## config.mk

```make
export PLATFORM = sky130hd
export DESIGN_NAME = serial_sub_ctrl_flat
export DESIGN_NICKNAME = d
export VERILOG_FILES = /design/src/rtl/serial_sub_pkg.sv /design/src/rtl/serial_sub_ctrl_if.sv /design/src/rtl/sub_bit_slice.sv /design/src/rtl/serial_sub_ctrl.sv /design/src/flat_wrapper.sv
export SDC_FILE = /design/constraint.sdc
export NUM_CORES = 1
export LEC_CHECK = 0
export ABC_AREA = 1
export BUFFER_PORTS_ARGS = -buffer_cell sky130_fd_sc_hd__buf_2
export CORE_MARGIN = 1.5
export CORE_UTILIZATION = 50
export CTS_BUF_LIST = sky130_fd_sc_hd__clkbuf_8
export DETAILED_ROUTE_END_ITERATION = 10
export PLACE_DENSITY = 0.72
export SETUP_SLACK_MARGIN = 0.15
export SYNTH_ARGS = -nofsm -noshare
export SYNTH_HDL_FRONTEND = slang
export SYNTH_SLANG_ARGS = --single-unit
```

## constraint.sdc

```tcl
create_clock -name clk -period 1.2 [get_ports clk]
set_input_delay 0.12 -clock clk [delete_from_list [all_inputs] [get_ports clk]]
set_output_delay 0.12 -clock clk [all_outputs]
set_load 0.01 [all_outputs]
```

## src/rtl/serial_sub_pkg.sv

```systemverilog
// Shared types and limits for the bit-serial subtractor controller.
package serial_sub_pkg;

  localparam int MAX_WIDTH = 32;

  typedef enum logic [1:0] {
    IDLE = 2'd0,
    RUN  = 2'd1,
    DONE = 2'd2
  } state_e;

endpackage

```

## src/rtl/serial_sub_ctrl_if.sv

```systemverilog
// Request/result bundle between a requester and the serial subtractor.
interface serial_sub_ctrl_if #(
  parameter int WIDTH = 8
);

  logic             start;
  logic [WIDTH-1:0] a;
  logic [WIDTH-1:0] b;
  logic             busy;
  logic             done;
  logic [WIDTH-1:0] diff;
  logic             borrow_out;

  modport master (
    output start, a, b,
    input  busy, done, diff, borrow_out
  );

  modport slave (
    input  start, a, b,
    output busy, done, diff, borrow_out
  );

endinterface

```

## src/rtl/sub_bit_slice.sv

```systemverilog
// One-bit full subtractor built from two cascaded half-subtract stages.
module sub_bit_slice (
  input  logic a_i,
  input  logic b_i,
  input  logic borrow_in,
  output logic d,
  output logic borrow
);

  logic d_h0;
  logic brw_h0;
  logic brw_h1;

  // First half-subtract: a - b; second: (a - b) - borrow_in.
  assign d_h0   = a_i ^ b_i;
  assign brw_h0 = ~a_i & b_i;
  assign d      = d_h0 ^ borrow_in;
  assign brw_h1 = ~d_h0 & borrow_in;
  assign borrow = brw_h0 | brw_h1;

endmodule

```

## src/rtl/serial_sub_ctrl.sv

```systemverilog
// Sequences one subtract bit-slice over WIDTH cycles, LSB first, to form a - b.
module serial_sub_ctrl
  import serial_sub_pkg::*;
#(
  parameter int WIDTH = 8
) (
  input logic              clk,
  input logic              rst,
  serial_sub_ctrl_if.slave bus
);

  localparam int CNT_W = (WIDTH > 1) ? $clog2(WIDTH) : 1;

  if (WIDTH < 1 || WIDTH > MAX_WIDTH) begin : g_width_check
    $error("serial_sub_ctrl: WIDTH out of range");
  end

  state_e           state;
  state_e           state_nxt;
  logic [WIDTH-1:0] a_sh;
  logic [WIDTH-1:0] b_sh;
  logic [WIDTH-1:0] res_sh;
  logic [WIDTH-1:0] res_nxt;
  logic [WIDTH-1:0] d_msb;
  logic [WIDTH-1:0] diff_q;
  logic             borrow_q;
  logic             brw;
  logic [CNT_W-1:0] cnt;
  logic             bit_d;
  logic             bit_brw;
  logic             last_bit;

  sub_bit_slice u_slice (
    .a_i       (a_sh[0]),
    .b_i       (b_sh[0]),
    .borrow_in (brw),
    .d         (bit_d),
    .borrow    (bit_brw)
  );

  assign last_bit = (cnt == CNT_W'(WIDTH - 1));

  // Result bits enter at the MSB so the LSB-first stream lands in place.
  always_comb begin
    d_msb            = '0;
    d_msb[WIDTH-1]   = bit_d;
    res_nxt          = (res_sh >> 1) | d_msb;
  end

  always_ff @(posedge clk) begin
    if (rst) state <= IDLE;
    else     state <= state_nxt;
  end

  always_comb begin
    state_nxt = IDLE;
    case (state)
      IDLE:    state_nxt = bus.start ? RUN : IDLE;
      RUN:     state_nxt = last_bit ? DONE : RUN;
      DONE:    state_nxt = IDLE;
      default: state_nxt = IDLE;
    endcase
  end

  always_comb begin
    bus.busy = (state == RUN);
    bus.done = (state == DONE);
  end

  always_ff @(posedge clk) begin
    if (rst) begin
      a_sh     <= '0;
      b_sh     <= '0;
      res_sh   <= '0;
      brw      <= 1'b0;
      cnt      <= '0;
      diff_q   <= '0;
      borrow_q <= 1'b0;
    end else begin
      case (state)
        IDLE: begin
          if (bus.start) begin
            a_sh <= bus.a;
            b_sh <= bus.b;
            brw  <= 1'b0;
            cnt  <= '0;
          end
        end
        RUN: begin
          a_sh   <= a_sh >> 1;
          b_sh   <= b_sh >> 1;
          res_sh <= res_nxt;
          brw    <= bit_brw;
          cnt    <= cnt + 1'b1;
          if (last_bit) begin
            diff_q   <= res_nxt;
            borrow_q <= bit_brw;
          end
        end
        default: ;
      endcase
    end
  end

  assign bus.diff       = diff_q;
  assign bus.borrow_out = borrow_q;

endmodule

```

## src/flat_wrapper.sv

```systemverilog
// flat-port wrapper written by rule: the top's interface ports become plain ports
module serial_sub_ctrl_flat import serial_sub_pkg::*;
#(
  parameter int WIDTH = 8
)
  (clk, rst, bus_start, bus_a, bus_b, bus_busy, bus_done, bus_diff, bus_borrow_out);
  serial_sub_ctrl_if #(.WIDTH(WIDTH)) bus_i ();
  input logic clk;
  input logic rst;
  input wire logic [$bits(bus_i.start)-1:0] bus_start;
  input wire logic [$bits(bus_i.a)-1:0] bus_a;
  input wire logic [$bits(bus_i.b)-1:0] bus_b;
  output wire logic [$bits(bus_i.busy)-1:0] bus_busy;
  output wire logic [$bits(bus_i.done)-1:0] bus_done;
  output wire logic [$bits(bus_i.diff)-1:0] bus_diff;
  output wire logic [$bits(bus_i.borrow_out)-1:0] bus_borrow_out;
  assign bus_i.start = bus_start;
  assign bus_i.a = bus_a;
  assign bus_i.b = bus_b;
  assign bus_busy = bus_i.busy;
  assign bus_done = bus_i.done;
  assign bus_diff = bus_i.diff;
  assign bus_borrow_out = bus_i.borrow_out;
  serial_sub_ctrl #(.WIDTH(WIDTH)) u_core (.clk(clk), .rst(rst), .bus(bus_i));
endmodule
```

[Yosys cells after proc, flatten, opt, wreduce, memory -nomap -nowiden]
Index checks and enable logic that the tools add are counted.
Cells by class
  add/subtract/negate cells: 1
  equal/unequal tests: 4
  multiplexer cells: 11
  bitwise logic cells: 8
  reductions and logical operators: 4
Operator list (number)
  case mux 8 bit (2 select lines): 2
  two-way mux 8 bit: 2
  OR 7 x 8 -> 8 bit: 1
  case mux 3 bit (2 select lines): 1
  case mux 2 bit (2 select lines): 1
  AND reduction 2 bit: 2
  adder 3 x 1 -> 3 bit (second input constant): 1
  equality test 3 bit (second input constant): 1
  two-way mux 3 bit: 1
  AND 1 bit: 2
  equality test 2 x 1 -> 1 bit (second input constant): 1
  equality test 2 bit (second input constant): 1
  logical NOT 2 bit: 1
  two-way mux 1 bit: 2
  two-way mux 2 bit: 1
  inequality test 2 bit (second input constant): 1
  inverter 1 bit: 2
  case mux 1 bit (2 select lines): 1
  nonzero test 2 bit: 1
  XOR 1 bit: 2
  OR 1 bit: 1
Word-level totals
  bits in registers: 39
  bits of input ports: 19
  output and inout bits: 11
  word-level logic and storage cells: 36

[Logic depth before layout (Yosys ltp)]
  depth in word-level cells: 5
  depth in mapped cells: 8
  gate-level depth less buffers: 6

[Cells and area by module]
A second synthesis with hierarchy kept.
Second synthesis, totals
  cells, all modules: 257
  area total of the unflattened synthesis: 1734.2 sq um
Modules (own cells, without submodules)
  serial_sub_ctrl: times used 1, cells an instance 253, area each 1702.9 sq um, seq. area each 760.7 sq um
  sub_bit_slice: times used 1, cells an instance 4, area each 31.3 sq um, seq. area each 0.0 sq um

[Worst setup path before layout]
No wires, ideal clock.
  kind: register -> register
  start: register u_core.cnt[0]
  end: register u_core.diff_q[0], in the netlist u_core.bus.diff[0]
  library setup time: 0.113 ns
  data arrival time: 1.032 ns
  data required time: 1.087 ns
  slack: 0.056 ns
  cell stages (with the launch flop): 8
  buffers on the path: 1
  clock period less this slack: 1.144 ns
  path through: dfxtp_1 -> ha_1 -> ha_1 -> nand2_2 -> buf_6 -> nand2_2 -> nand2_1 -> nor2_1
On the way
  word-level cells in the longest chain between the ends: 2
Ends and longest elaborated chain
  start: declaration: RTL line serial_sub_ctrl.sv:28  | logic [CNT_W-1:0] cnt;
  start signal: assignment: RTL line serial_sub_ctrl.sv:94  | cnt <= cnt + 1'b1;
  equality test 3 bit: RTL line serial_sub_ctrl.sv:41  | assign last_bit = (cnt == CNT_W'(WIDTH - 1));
  AND reduction 2 bit (no line)
  end signal: assignment: RTL line serial_sub_ctrl.sv:96  | diff_q <= res_nxt;
  end: declaration: RTL line serial_sub_ctrl.sv:25  | logic [WIDTH-1:0] diff_q;
Every way passes these cells.
A chain may end at the register's enable or synchronous reset.

[Worst setup path after layout]
  start: register u_core.state[0]
  end: register u_core.b_sh[1]
On the way
  word-level cells in the longest chain between the ends: 3
  elaborated cells on any way between the ends: 6
  classes of those cells: eq/ne: 2; mux: 1; reduce/logical: 3
Ends and longest elaborated chain
  start: declaration: RTL line serial_sub_ctrl.sv:18  | state_e state;
  start signal: assignment: RTL line serial_sub_ctrl.sv:52  | else state <= state_nxt;
  equality test 2 x 1 -> 1 bit / logical NOT 2 bit (equally long branches): RTL line serial_sub_ctrl.sv:80  | case (state)
  nonzero test 2 bit (no line) / inequality test 2 bit (equally long branches)
  AND reduction 2 bit (no line)
  end signal: assignment: RTL line serial_sub_ctrl.sv:84  | b_sh <= bus.b;
  end signal: assignment: RTL line serial_sub_ctrl.sv:91  | b_sh <= b_sh >> 1;
  end: declaration: RTL line serial_sub_ctrl.sv:21  | logic [WIDTH-1:0] b_sh;
Parallel ways exist; a longest one is shown, timed or not.

==> qor.yml <==
sta:
  setup-violations-final: 20
  worstMarginPinSlew_ns: 0.2098
  holdWs_ns: 0.1044
  drv_slew: 0
  hold_viol: 0
  fin_crit_ns: 1.265
  fin_tns_setup_ns: -0.5144
  skew_ns: 0.006564
  max-slew-margin-rel_pct: 85.98
  worst_slack_ns: -0.06505
  fmax_mhz: 790.5
  rsz0062_at_grt: "yes"
  period_share_pct: 105.4
cts:
  clk_pin_slew_worst_paths_ns: 0.07
  cts_buffers: 5
  cts_tree: "built"
  clk_latency_ns: 0.29
  cts_root_buffer: "clkbuf_8"
  htree_levels: 2
  cts.sinks: 38
  cts_buffer_depth: 2
pwr:
  ir_drop_uv: 749.4
  p_total_mw: 2.905
  p_leak_nw: 1.137
  power_density_nw_per_um2: 1263
routing:
  met3RoutedLength_um: 164
  route.met2.wl_um: 1754
  via_count: 1627
  wire_per_inst_um: 10.66
  dr.pass1.iters: 4
  wl_um: 3678
  drtIter0Drc: 81
  drc: 0
  viasPerCell: 4.716
  antenna_left: 0
  top_layer_used: "met4"
  route.layer.met1.wl_um: 1692
floorplan:
  initial_utilization_pct: 51.89
  fp-row-count: 21
  ioPinCount: 30
  core_area_sq_um: 3311
  die_height_um: 61.62
  die-area_sq_um: 3796
  die_x_um: 61.62
flow_run:
  drv_cap: 0
synth:
  syn-num-nets: 276
  yosys_warnings: 0
  syn_inst: 254
  synth_cell_types: 17
  ys_seq_area_share_pct: 44.28
  avgSynthCellArea_sq_um: 6.763
  synth_seq_cells: 38
  syn_area_sq_um: 1718
global_routing:
  antenna_found_initial: 0
  track_usage_pct: 20.92
  grt_pass1_vias: 1296
  grt_first_pass_wirelength_um: 5733
  grt_overflow: 0
  grt_max_degree: 35
placed_design:
  dp_slack_ns: 0.04766
  portBuffers: 29
  dp_cells: 326
  dpl.hpwl_um: 2239
  gp_congestion: 0.7462
critical_path:
  start_kind: "flip-flop"
  r2r_cells: 7
  criticalPathCategory: "flip-flop to flip-flop"
  r2r_slack_ns: -0.07
  worstReg2RegEnd: "u_core.b_sh[1]$_SDFFE_PP0P_"
  end_kind: "flip-flop"
  worstPathRequired_ns: 1.39
  worst_ep_arrival_time_ns: 1.45
  reg2reg_from: "u_core.state[0]$_SDFF_PP0_"
  crit_fanout: 17
final_layout:
  antenna_cells: 0
  synthToLayoutAreaGrowth_pct: 33.94
  final_common_cell: "nand2_1"
  nFillCells: 304
  layout-drive-gt1-share_pct: 27.09
  layout_common_cells: "80 x nand2_1, 47 x nor2_1, 33 x dfxtp_1"
  stdcell_count: 345
  nNetsFinal: 320
hold_path:
  hold_path_end: "u_core.b_sh[7]$_SDFFE_PP0P_"
  hold_path.class: "input port to flip-flop"
  hold_start: "bus_b[7]"
  worst_hold_path.num_cells: 3
outcome:
  status: "finished, violations left"
  violations: "setup timing"
final cells by class:
cell class	instances	area, sq um	share of cell area [%]
well taps	46	57.56	2.501
inverters	23	88.84	3.861
clock inverters	3	37.54	1.631
repair buffers	51	415.4	18.05
clock buffers	5	68.82	2.991
multi-input cells	179	863.3	37.52
flip-flops and latches	38	769.5	33.44
sequential cells by signal (all words and copies together), names as in the netlist:
register / flops
u_core.b_sh: 8
u_core.cnt: 3
u_core.bus.diff: 8
u_core.brw: 1
u_core.a_sh: 8
u_core.bus.borrow_out: 1
u_core.res_sh: 7
u_core.state: 2
cell usage after synthesis, drive strengths merged:
cell     n  area [sq um]
ha       2         25.02
dfxtp   38         760.7
fa       1         20.02
inv     23         86.34
a21oi    6         30.03
nand3   23         115.1
nor2    52         210.2
clkbuf   2         7.510
buf     12         78.83
nand2   86         327.8
o21ai    9         56.31
critical path, cell delays in order (launching register included):
cell and delay, ns:
dfxtp_4 0.37, buf_6 0.13, buf_12 0.12, o21ai_4 0.20
buf_12 0.17, nand2_1 0.06, nand2_1 0.07, nor2_1 0.05
how the worst max path moves through the flow:
stage | slack (ns) | from | to | cells after the start
floorplan | 0.13 | u_core.b_sh[0]$_SDFFE_PP0P_ | u_core.res_sh[7]$_SDFFE_PP0P_ | 4
global placement | 0.05 | u_core.state[0]$_SDFF_PP0_ | u_core.a_sh[0]$_SDFFE_PP0P_ | 6
detailed placement | 0.05 | u_core.state[0]$_SDFF_PP0_ | u_core.a_sh[0]$_SDFFE_PP0P_ | 6
CTS | -0.04 | u_core.state[0]$_SDFF_PP0_ | u_core.b_sh[5]$_SDFFE_PP0P_ | 7
global route | -0.13 | u_core.state[0]$_SDFF_PP0_ | u_core.b_sh[1]$_SDFFE_PP0P_ | 7
finish | -0.07 | u_core.state[0]$_SDFF_PP0_ | u_core.b_sh[1]$_SDFFE_PP0P_ | 7
cell families after synthesis:
group	count (synthesis)	share of synthesized area [%]
buffers and inverters	37	10.05
AOI/OAI and AO/OA	15	5.026
and+or+nand+nor	161	38.02
DFF	38	44.28
adders and majority gates	3	2.622
what timing repair did:
action	CTS	global route
pin swaps	2	8
gates resized for setup	14	19
hold endpoints to repair	0	0
setup buffers	4	6
cloned	0	1
hold buffers	0	0
setup endpoints to repair	40	40
power by group:
group          internal [mW]  leakage [nW]  switching, mW  total, mW
Sequential              1.34         0.314         0.0487       1.39
Combinational          0.223         0.762          0.253      0.476
Clock                  0.605        0.0607          0.437       1.04
routing by layer:
metal  up-vias  global-route usage (%)
met1       722                   26.48
li1        860                       -
met2        39                   32.93
met5         -                       0
met4         0                   7.295
met3         6                   7.563
metrics by stage:
| stage | util, % | instance area (sq um) |
|---|---|---|
| floorplan | - | 1760 |
| global placement | 59.37 | 1966 |
| detailed placement | 59.37 | 1966 |
| CTS | 65.19 | 2158 |
| global route | 69.50 | 2301 |
| finish | 69.50 | 2301 |
No activity file was read; power rests on OpenSTA's default activity.
